File: src/rtl/io_key_in_if.sv
// dma_io bus bundle shared by io_key_in and whatever drives the CPU side.
// Latency: n/a (wires only). Backpressure: none; a write is a one-cycle strobe.
// Signals: we/wadr/wdata (write port), radr/rdata_in (read address and upstream chain data), rdata (chain output).
interface io_key_in_if;
  logic        we;
  logic [13:0] wadr;
  logic [15:0] wdata;
  logic [13:0] radr;
  logic [15:0] rdata_in;
  logic [15:0] rdata;

  modport master (output we, wadr, wdata, radr, rdata_in, input rdata);
  modport slave  (input we, wadr, wdata, radr, rdata_in, output rdata);
endinterface

File: src/rtl/io_key_in.sv
// Key input responder: 2-FF sync, per-key debounce, sticky W1C edge capture, level IRQ, dma_io read chain member.
// Latency: key_in to LEVEL 2+DB_CYCLES cycles, EDGE one cycle later, key_irq one more; reads return one cycle after radr.
// Backpressure: none; writes are single-cycle strobes and reads are always answered (own data on hit, else upstream data).
// Ports: clk, rst_n (synchronous, active-HIGH despite the name), key_in[KEY_NUM], dma_io (slave modport), key_irq.
// Build option: define IO_KEY_DB_BYPASS_EN to drop the debounce counters (debounced = synchronized level).
module io_key_in #(
  parameter int              KEY_NUM   = 4,
  parameter int              DB_W      = 16,
  parameter logic [DB_W-1:0] DB_CYCLES = 16'd50000,
  parameter logic [13:0]     BASE_ADR  = 14'h3FF8
) (
  input  logic               clk,
  input  logic               rst_n,
  input  logic [KEY_NUM-1:0] key_in,
  io_key_in_if.slave         dma_io,
  output logic               key_irq
);

  logic [KEY_NUM-1:0] sync1, sync2;
  logic [KEY_NUM-1:0] db, db_d;
  logic [KEY_NUM-1:0] edge_q, irq_en;
  logic [1:0]         ctrl;

  logic               wr_hit, rd_hit;
  logic [KEY_NUM-1:0] rise, fall, edge_set, edge_clr;
  logic [15:0]        rd_val;

  // Two-stage synchronizer; stage outputs are only used after sync2.
  always_ff @(posedge clk) begin
    if (rst_n) begin
      sync1 <= '0;
      sync2 <= '0;
    end else begin
      sync1 <= key_in;
      sync2 <= sync1;
    end
  end

`ifdef IO_KEY_DB_BYPASS_EN
  assign db = sync2;
`else
  localparam logic [DB_W-1:0] DB_LAST = DB_W'(DB_CYCLES - 1);

  logic [DB_W-1:0] cnt [KEY_NUM];

  // The counter only runs while the synced level disagrees with the accepted
  // level, so any return to agreement (a glitch) restarts the whole window.
  always_ff @(posedge clk) begin
    if (rst_n) begin
      db <= '0;
      for (int i = 0; i < KEY_NUM; i++) cnt[i] <= '0;
    end else begin
      for (int i = 0; i < KEY_NUM; i++) begin
        if (sync2[i] == db[i]) begin
          cnt[i] <= '0;
        end else if (cnt[i] == DB_LAST) begin
          db[i]  <= sync2[i];
          cnt[i] <= '0;
        end else begin
          cnt[i] <= cnt[i] + 1'b1;
        end
      end
    end
  end
`endif

  assign wr_hit = dma_io.we && (dma_io.wadr[13:2] == BASE_ADR[13:2]);
  assign rd_hit = (dma_io.radr[13:2] == BASE_ADR[13:2]);

  assign rise     = db & ~db_d;
  assign fall     = ~db & db_d;
  assign edge_set = (rise & {KEY_NUM{ctrl[0]}}) | (fall & {KEY_NUM{ctrl[1]}});
  assign edge_clr = (wr_hit && dma_io.wadr[1:0] == 2'd1) ? dma_io.wdata[KEY_NUM-1:0] : '0;

  always_comb begin
    rd_val = '0;
    case (dma_io.radr[1:0])
      2'd0:    rd_val[KEY_NUM-1:0] = db;
      2'd1:    rd_val[KEY_NUM-1:0] = edge_q;
      2'd2:    rd_val[KEY_NUM-1:0] = irq_en;
      default: rd_val[1:0]         = ctrl;
    endcase
  end

  always_ff @(posedge clk) begin
    if (rst_n) begin
      db_d         <= '0;
      edge_q       <= '0;
      irq_en       <= '0;
      ctrl         <= 2'b01;
      key_irq      <= 1'b0;
      dma_io.rdata <= '0;
    end else begin
      db_d   <= db;
      // Clear is applied first so a same-cycle capture survives the W1C.
      edge_q <= (edge_q & ~edge_clr) | edge_set;
      if (wr_hit && dma_io.wadr[1:0] == 2'd2) irq_en <= dma_io.wdata[KEY_NUM-1:0];
      if (wr_hit && dma_io.wadr[1:0] == 2'd3) ctrl   <= dma_io.wdata[1:0];
      key_irq <= |(edge_q & irq_en);
      // Misses are registered too so every chain member has the same latency.
      dma_io.rdata <= rd_hit ? rd_val : dma_io.rdata_in;
    end
  end

endmodule

File: src/flat_wrapper.sv
// flat-port wrapper written by rule: the top's interface ports become plain ports
module io_key_in_flat 
#(
  parameter int              KEY_NUM   = 4,
  parameter int              DB_W      = 16,
  parameter logic [DB_W-1:0] DB_CYCLES = 16'd50000,
  parameter logic [13:0]     BASE_ADR  = 14'h3FF8
)
  (clk, rst_n, key_in, key_irq, dma_io_we, dma_io_wadr, dma_io_wdata, dma_io_radr, dma_io_rdata_in, dma_io_rdata);
  io_key_in_if dma_io_i ();
  input  logic clk;
  input  logic rst_n;
  input  logic [KEY_NUM-1:0] key_in;
  output logic key_irq;
  input wire logic [$bits(dma_io_i.we)-1:0] dma_io_we;
  input wire logic [$bits(dma_io_i.wadr)-1:0] dma_io_wadr;
  input wire logic [$bits(dma_io_i.wdata)-1:0] dma_io_wdata;
  input wire logic [$bits(dma_io_i.radr)-1:0] dma_io_radr;
  input wire logic [$bits(dma_io_i.rdata_in)-1:0] dma_io_rdata_in;
  output wire logic [$bits(dma_io_i.rdata)-1:0] dma_io_rdata;
  assign dma_io_i.we = dma_io_we;
  assign dma_io_i.wadr = dma_io_wadr;
  assign dma_io_i.wdata = dma_io_wdata;
  assign dma_io_i.radr = dma_io_radr;
  assign dma_io_i.rdata_in = dma_io_rdata_in;
  assign dma_io_rdata = dma_io_i.rdata;
  io_key_in #(.KEY_NUM(KEY_NUM), .DB_W(DB_W), .DB_CYCLES(DB_CYCLES), .BASE_ADR(BASE_ADR)) u_core (.clk(clk), .rst_n(rst_n), .key_in(key_in), .dma_io(dma_io_i), .key_irq(key_irq));
endmodule
File: config.mk
export PLATFORM = sky130hd
export DESIGN_NAME = io_key_in_flat
export DESIGN_NICKNAME = d
export VERILOG_FILES = /design/src/rtl/io_key_in_if.sv /design/src/rtl/io_key_in.sv /design/src/flat_wrapper.sv
export SDC_FILE = /design/constraint.sdc
export NUM_CORES = 1
export LEC_CHECK = 0
export ABC_AREA = 1
export BUFFER_PORTS_ARGS = -buffer_cell sky130_fd_sc_hd__buf_2
export CAP_MARGIN = 20
export CORE_MARGIN = 2
export CORE_UTILIZATION = 35
export DETAILED_ROUTE_END_ITERATION = 8
export GPL_ROUTABILITY_DRIVEN = 0
export PLACE_DENSITY = 0.66
export SLEW_MARGIN = 10
export SYNTH_ARGS = -nofsm -noshare
export SYNTH_HDL_FRONTEND = slang
export SYNTH_SLANG_ARGS = --single-unit
File: constraint.sdc
create_clock -name clk -period 1.5 [get_ports clk]
set_input_delay 0.3 -clock clk [delete_from_list [all_inputs] [get_ports clk]]
set_output_delay 0.3 -clock clk [all_outputs]
set_load 0.01 [all_outputs]
# Word-level counts from Yosys, hierarchy flattened
# Memories as Yosys holds them, arrays and structs flattened.
# Index checks and enable logic that the tools add are counted.
# classes
addsub,4
eq_ne,15
mux,62
n_bitwise,27
n_reduce_logical,11
# op_table
op,n
2-to-1 mux 16 bit,12
adder 16 x 1 -> 16 bit (second input constant),4
equality test 16 bit (second input constant),4
2-to-1 mux 1 bit,46
bitwise AND 4 bit,6
equality test 12 bit (second input constant),2
inverter 4 bit,3
OR 1 bit,12
case mux 2 bit (3 select lines),2
2-to-1 mux 4 bit,2
OR 4 bit,2
AND reduction 2 bit,4
equality test 2 bit (second input constant),3
equality test 1 bit,4
equality test 2 x 1 -> 1 bit (second input constant),2
logical AND 1 bit,4
inverter 1 bit,4
OR reduction 4 bit,1
zero test 2 bit,1
OR reduction 2 bit,1
# totals
reg_bits,43
ram_bits,64
out_inout_bits,17
wordCells,133
memories,1
# memory_table
name,words,width,rd,rd_clocked_by_memory_dff,wr,line,rtl
u_core.cnt,4,16,4,0,4,io_key_in.sv:44,logic [DB_W-1:0] cnt [KEY_NUM];

# Logic depth before layout (Yosys ltp)
# Gate-level depths: netlist (run 1).
# An unclocked memory read counts as a cell.
# depth
ltp_word,8
ltp_mapped,9
mapped_depth_nobuf,9

# Worst setup path after synthesis (run 1)
# No wires, ideal clock.
# synth_path
path_type,reg-to-reg
start,memory u_core.cnt[0][0]
end,"memory u_core.cnt[0][11], data pin"
setup_ns,0.256
arrival_time_ns,1.277
slack_ns,-0.033
stages_incl_launch_ff,9
n_path_buf,1
synth_period_minus_slack_ns,1.533
cell_sequence,edfxtp_1 > ha_1 > nand2_2 > nor2_2 > and3_1 > nand2_1 > nand2_2 > buf_6 > a21oi_1
# synth_lines
item,line
from (decl),io_key_in.sv:44

==> results of run 1 <==
==> kinds of logic after synthesis <==
kind of cell / count (synthesis) / share of synthesized area (%)
adders and majority gates: 4 / 0.917
xor gates and xnor gates: 21 / 3.37
DFF: 107 / 51.0
other: 1 / 0.0687
and+or+nand+nor: 368 / 31.4
AOI/OAI and AO/OA: 55 / 5.48
buffers and inverters: 105 / 7.79
==> power by group through the flow <==
stage                     combinational [mW]  sequential (mW)  clock, mW
final                                  0.546             3.29       2.43
after global placement                 0.451             3.35          0
after floorplan                        0.222             3.36          0
after global routing                   0.615             3.31       2.62
after CTS                              0.488             3.29       2.50
after detailed placement               0.458             3.35          0
==> stage by stage <==
stage | instance area [sq um] | hold WS (ns) | power [mW] | worst slack (ns) | util, %
2_1_floorplan | 5740 | 0.388 | 3.58 | -0.0211 | -
3_3_place_gp | 6730 | 0.395 | 3.80 | -0.0215 | 44.3
3_5_place_dp | 6730 | 0.399 | 3.81 | -0.0509 | 44.3
4_1_cts | 7270 | 0.135 | 6.27 | -0.0367 | 47.8
5_1_grt | 7740 | 0.143 | 6.54 | -0.137 | 50.9
6_report | 7740 | 0.145 | 6.27 | -0.0566 | 50.9
==> per-layer routing <==
metal | track usage [%] | share of wire, % | routed length [um]
met1 | 19.9 | 43 | 5590
met4 | 6.71 | 2.1 | 269
met5 | 0 | 0 | 0
met3 | 3.41 | 4.8 | 617
met2 | 26.2 | 50 | 6400
==> worst min path at each step <==
stage | from | end | cells past startpoint
2_1_floorplan | u_core.sync1[0] | u_core.sync2[0] | 2
3_3_place_gp | u_core.sync1[2] | u_core.sync2[2] | 2
3_5_place_dp | u_core.sync1[2] | u_core.sync2[2] | 2
4_1_cts | key_in[3] | u_core.sync1[3] | 3
5_1_grt | key_in[3] | u_core.sync1[3] | 3
6_report | key_in[3] | u_core.sync1[3] | 3
==> flip-flops by register name, summed over array words and instances, names as in the netlist <==
name / count
u_core.sync2: 4
u_core.irq_en: 4
u_core.ctrl: 2
u_core.dma_io.rdata: 16
u_core.edge_q: 4
u_core.sync1: 4
u_core.db_d: 4
u_core.cnt: 64
u_core.db: 4
u_core.key_irq: 1
==> timing repair <==
item                                    CTS  global route
endpoints found under the setup margin   49            66
buffers inserted                          5            24
pin swaps                                 6            27
gates cloned                              3             0
resized for setup                        30            76
==> layout make-up <==
cell class,count,area (sq um)
well taps,188,235
inverters,96,363
fillers,1452,7460
multi-input cells,514,2980
clock buffers,12,279
flip-flops and latches,107,2780
clock inverters,4,27.5
repair buffers,156,1070
==> worst register-to-register path, stage by stage, from the launching register on <==
cell	delay [ns]
edfxtp_1	0.41
ha_4	0.17
nand2_4	0.06
inv_4	0.07
nand2_4	0.05
nor2_4	0.11
nand3_2	0.11
nand2_4	0.14
buf_16	0.16
nor2_4	0.04
==> cell usage in the layout, fill, tap and decap left out, types with 6 or more instances in the layout <==
| master | count |
|---|---|
| xor2_1 | 12 |
| nand2_2 | 7 |
| nand2_4 | 6 |
| nor2_1 | 93 |
| conb_1 | 64 |
| nand4_1 | 19 |
| nor2_4 | 18 |
| buf_4 | 77 |
| buf_2 | 71 |
| a21oi_1 | 19 |
| nor2_2 | 12 |
| nor3_2 | 11 |
| inv_1 | 85 |
| a21oi_2 | 18 |
| xnor2_1 | 6 |
| clkbuf_16 | 11 |
| nor3_1 | 16 |
| nand2_1 | 118 |
| nand3_2 | 6 |
| edfxtp_1 | 64 |
| nand3_1 | 42 |
| dfxtp_1 | 43 |
| inv_2 | 10 |
==> run metrics, run 1 <==
Worst setup EP type=flop; post-synthesis to final-layout area growth=41.7%; Clock Latency Late Sink=0.35 ns; post-DR vias/cell=4.57; Post-synth top cells=124 x nand2_1, 109 x nor2_1, 89 x inv_1, 64 x edfxtp_1, 47 x nand3_1; crit path time final=1.56 ns; Hold Buf Count CTS=0; largest net degree at the start of global routing=19; WP data required=1.61 ns; Std-Cell Rows=45; Layout Cells excl Fill=about 1.1k; critical path depth in cells=9; Async SR Flop Fraction=0%; global-route wire length before repair=20,800 um; mapped cell area=between 5000 and 6000 sq um; Critical Path Start=u_core.cnt[1][1]; drt wl/cell=around 12 um; Internal=4.79 mW; H-tree depth=3; final period utilization=104%; Final WS setup=-0.0566 ns; critical path type=flop to flop; switching pwr=1.48 mW; Gate Count Post-Synth=approximately 660; worst reg-to-reg path cell count=9; top cell type by total area after synthesis=edfxtp_1; ant diodes=0; dpl cells=1,031; CP max stage cell=edfxtp_1; count leader, synth=nand2_1; final setup violating endpoints=23; drt initial violations=225; Top FF cell, synth=edfxtp_1; Clock Skew=0.00690 ns; Worst R2R Start=u_core.cnt[1][1]; crit path cell chain=ha_4 -> nand2_4 -> inv_4 -> nand2_4 -> nor2_4 -> nand3_2 -> nand2_4 -> buf_16 -> nor2_4; Overflow after GRT=0; crit path capture=u_core.cnt[1][7]; max incr delay on CP=between 0.4 and 0.5 ns; Fmax achieved=642 MHz; Post-synth EDFFs=64; status=complete, but fails checks; Yosys warnings=0; Core Region=15,200 sq um; # DRC=0; clock-pin slew on the worst setup and hold paths=0.07 ns; via count=roughly 4.9k; failing checks=setup timing; Yosys reg bits=107; num ports=84; Die Wd=129 um; clock power share=between 30 and 40%; Nets=955; post-synth top area share=35.2%; critical path's top delay family=simple AND/OR/NAND/NOR gates; Setup TNS=-0.842 ns; Slew Limit Fails=0; Peak VDD IR=roughly 670 uV; Power Dens Cells=810 nW/um^2; hold crit path type=input pin to flop; clock root cell=clkbuf_16; Hold Vio Cnt, Final=0; Critical Path Start Type=flop; Max-Cap Viols=0; # port buffers=just over 70; reg2reg setup slack=-0.06 ns; Total Routing Usage GR=15.8%; Post-DRT Antenna Nets=0; DP HPWL=roughly 9100 um; Initial Utilization=35.9%; worst reg2reg endpoint=u_core.cnt[1][7]; CP dominant cell by count=nand2_4; Critical path buffers and inverters=2; vias in the first global route=4,714; share of layout cells above drive strength 1=31.9%; Net Sw Frac=23.5%; Leak=around 3.4 nW; post-synth cell types=33; final WL=12,900 um; power share of the combinational group=approximately 8.7%; TritonCTS clock tree=yes; RSZ-0062 raised after global routing=true; Seq/Total Area, Yosys=51.0%; synthesized area per cell=around 8.3 sq um; CP max FO=8; initial antenna violation count=0; die span in y=between 100 and 150 um; drt pass-1 iters=4; Seq pwr share=between 50% and 60%; CTS Buffer Depth=2; TritonCTS Sinks=107; Num CTS Buffers=9; die area=16,600 sq um; crit path DAT=roughly 1.7 ns; Synth area leaders=edfxtp_1 35%, dfxtp_1 16%, nand2_1 8.5%
No activity file was read; power rests on OpenSTA's default activity.
==> run 2, diff against run 1 <==
- SKIP_LAST_GASP: not set -> 1
==> run metrics, run 2 (synthesis gave the netlist of run 1 again) <==
ant diodes=0 (unchanged); Hold Buf Count CTS=0 (unchanged); Fmax achieved=641 MHz (-0.29%); Max-Cap Viols=0 (unchanged); Net Sw Frac=23.6% (+0.054 points); vias in the first global route=4,690 (-0.51%); Num CTS Buffers=9 (unchanged); die area=16,600 sq um (unchanged); max incr delay on CP=0.41 ns (about the same); post-synthesis to final-layout area growth=42.9%; via count=4,950 (+0.51%); power share of the combinational group=8.8% (about the same); max reg flops=64 (unchanged); Final WS setup=-0.0611 ns (-0.00451 ns); Seq pwr share=52.5% (about the same); CP max stage cell=edfxtp_1; H-tree depth=3 (unchanged); CTS Buffer Depth=2 (unchanged); drt initial violations=192 (-15%); clock power share=38.7% (about the same); TritonCTS Sinks=107 (unchanged); post-route cell area=7800 sq um (+0.87%); CP max FO=8 (unchanged); Std-Cell Rows=45 (unchanged); CP dominant cell by count=nand2_4; clock-pin slew on the worst setup and hold paths=0.07 ns (about the same); Worst setup EP type=flop; num ports=84 (unchanged); # port buffers=71 (unchanged); DP HPWL=9050 um (unchanged); Final Core Density=51.3% (+0.44 points); Slew Limit Fails=0 (unchanged); Clock Skew=0.00697 ns (+0.0000781 ns); Overflow after GRT=0 (unchanged); largest net degree at the start of global routing=19 (unchanged); final setup violating endpoints=26 (+13%); Clock Latency Late Sink=0.35 ns (about the same); hold crit path type=input pin to flop; crit path cell chain=ha_4 -> nand2_4 -> inv_4 -> nand2_4 -> nor2_4 -> nand3_2 -> nand2_4 -> buf_16 -> nor2_4; Internal=4.80 mW (about the same); final WL=13,000 um (+0.91%); Setup WS pre-CTS=-0.0509 ns (unchanged); Post-DRT Antenna Nets=0 (unchanged); commonest non-fill, non-tap cell in the layout=nand2_1; Peak VDD IR=669 uV (about the same); switching pwr=1.48 mW (+0.36%); final period utilization=104% (+0.30 points); Nets=956 (+0.10%); Core Region=15,200 sq um (unchanged); Largest Register=u_core.cnt; power consumption=6.28 mW (+0.13%); Total Routing Usage GR=15.7% (-0.035 points); global-route wire length before repair=20,700 um (-0.26%); Power Dens Cells=804 nW/um^2 (-0.74%); RSZ-0062 raised after global routing=true; Leak=3.36 nW (+0.20%); TritonCTS clock tree=yes; drt pass-1 iters=5 (+1); crit path time final=1.56 ns (+0.00451 ns); initial antenna violation count=0 (unchanged); Regs by FF count=u_core.cnt (64), u_core.dma_io.rdata (16); Die Wd=129 um (unchanged); crit path DAT=1.67 ns (about the same); status=complete, but fails checks; critical path type=flop to flop; clock root cell=clkbuf_16; WP data required=1.61 ns (about the same); placed cell areas=6730 sq um (unchanged); failing checks=setup timing; share of layout cells above drive strength 1=32.9% (+0.98 points); die span in y=129 um (unchanged); Initial Utilization=35.9% (unchanged); drt wl/cell=12.1 um (+0.81%); Hold Vio Cnt, Final=0 (unchanged); most frequent cells in the layout=119 x nand2_1, 90 x nor2_1, 85 x inv_1, 80 x buf_4, 71 x buf_2; post-DR vias/cell=4.59 (+0.41%); # DRC=0 (unchanged); Critical Path Start Type=flop
-- run 2: changes by cell type in the layout (fill, tap and decap cells not counted), sizes merged --
cell	before	now
buf	156	157
-- run 2: worst paths after layout --
| kind | from | endpoint | slack (ns) | cells past startpoint |
|---|---|---|---|---|
| worst max register to register | u_core.cnt[1][1] | u_core.cnt[1][7] | -0.06 | 9 |
| worst max-delay path | u_core.cnt[1][1] | u_core.cnt[1][7] | -0.06 | 9 |
| worst min-delay path | key_in[3] | u_core.sync1[3] | 0.14 | 3 |
| worst min register to register | u_core.sync1[1] | u_core.sync2[1] | 0.41 | 2 |
-- run 2: what timing repair did --
action,in CTS,in global routing
pin swaps,4,30
gates resized for setup,29,88
setup buffers,5,25
gates cloned,3,0
endpoints found under the setup margin,49,67
-- run 2: power groups by stage --
stage                     Sequential (mW)  Combinational, mW  Clock, mW
after CTS                            3.29              0.488       2.50
after global routing                 3.31              0.623       2.62
after floorplan                      3.36              0.222          0
after detailed placement             3.35              0.458          0
final                                3.30              0.555       2.43
after global placement               3.35              0.451          0
-- run 2: layer usage --
metal / vias up / track usage, % / routed length (um)
met5: - / 0 / 0
met4: 0 / 6.65 / 260
met3: 19 / 3.45 / 598
met2: 116 / 26.0 / 6500
met1: 2260 / 20.0 / 5630
li1: 2555 / - / -
-- run 2: per-stage QoR --
| stage | cells | TNS (ns) | hold WS, ns |
|---|---|---|---|
| after floorplan | 724 | -0.197 | 0.388 |
| after global placement | 1031 | -0.195 | 0.395 |
| after detailed placement | 1031 | -0.906 | 0.399 |
| after CTS | 1055 | -0.308 | 0.135 |
| after global routing | 1078 | -4.37 | 0.143 |
| final | 1078 | -0.939 | 0.144 |
-- run 2: worst max-delay path: cells and delay by family (launching register included) --
kind	cells	cell delay (ns)
fa+ha+maj	1	0.17
simple gates	6	0.50
buf+inv	2	0.23
flops	1	0.41
-- run 2: layout make-up --
cell class,instances,area (sq um)
multi-input combinational,514,3050
sequential,107,2780
clock inverter,4,27.5
timing repair buffer,157,1070
tap,188,235
clock buffer,12,279
fill,1440,7400
inverter,96,363
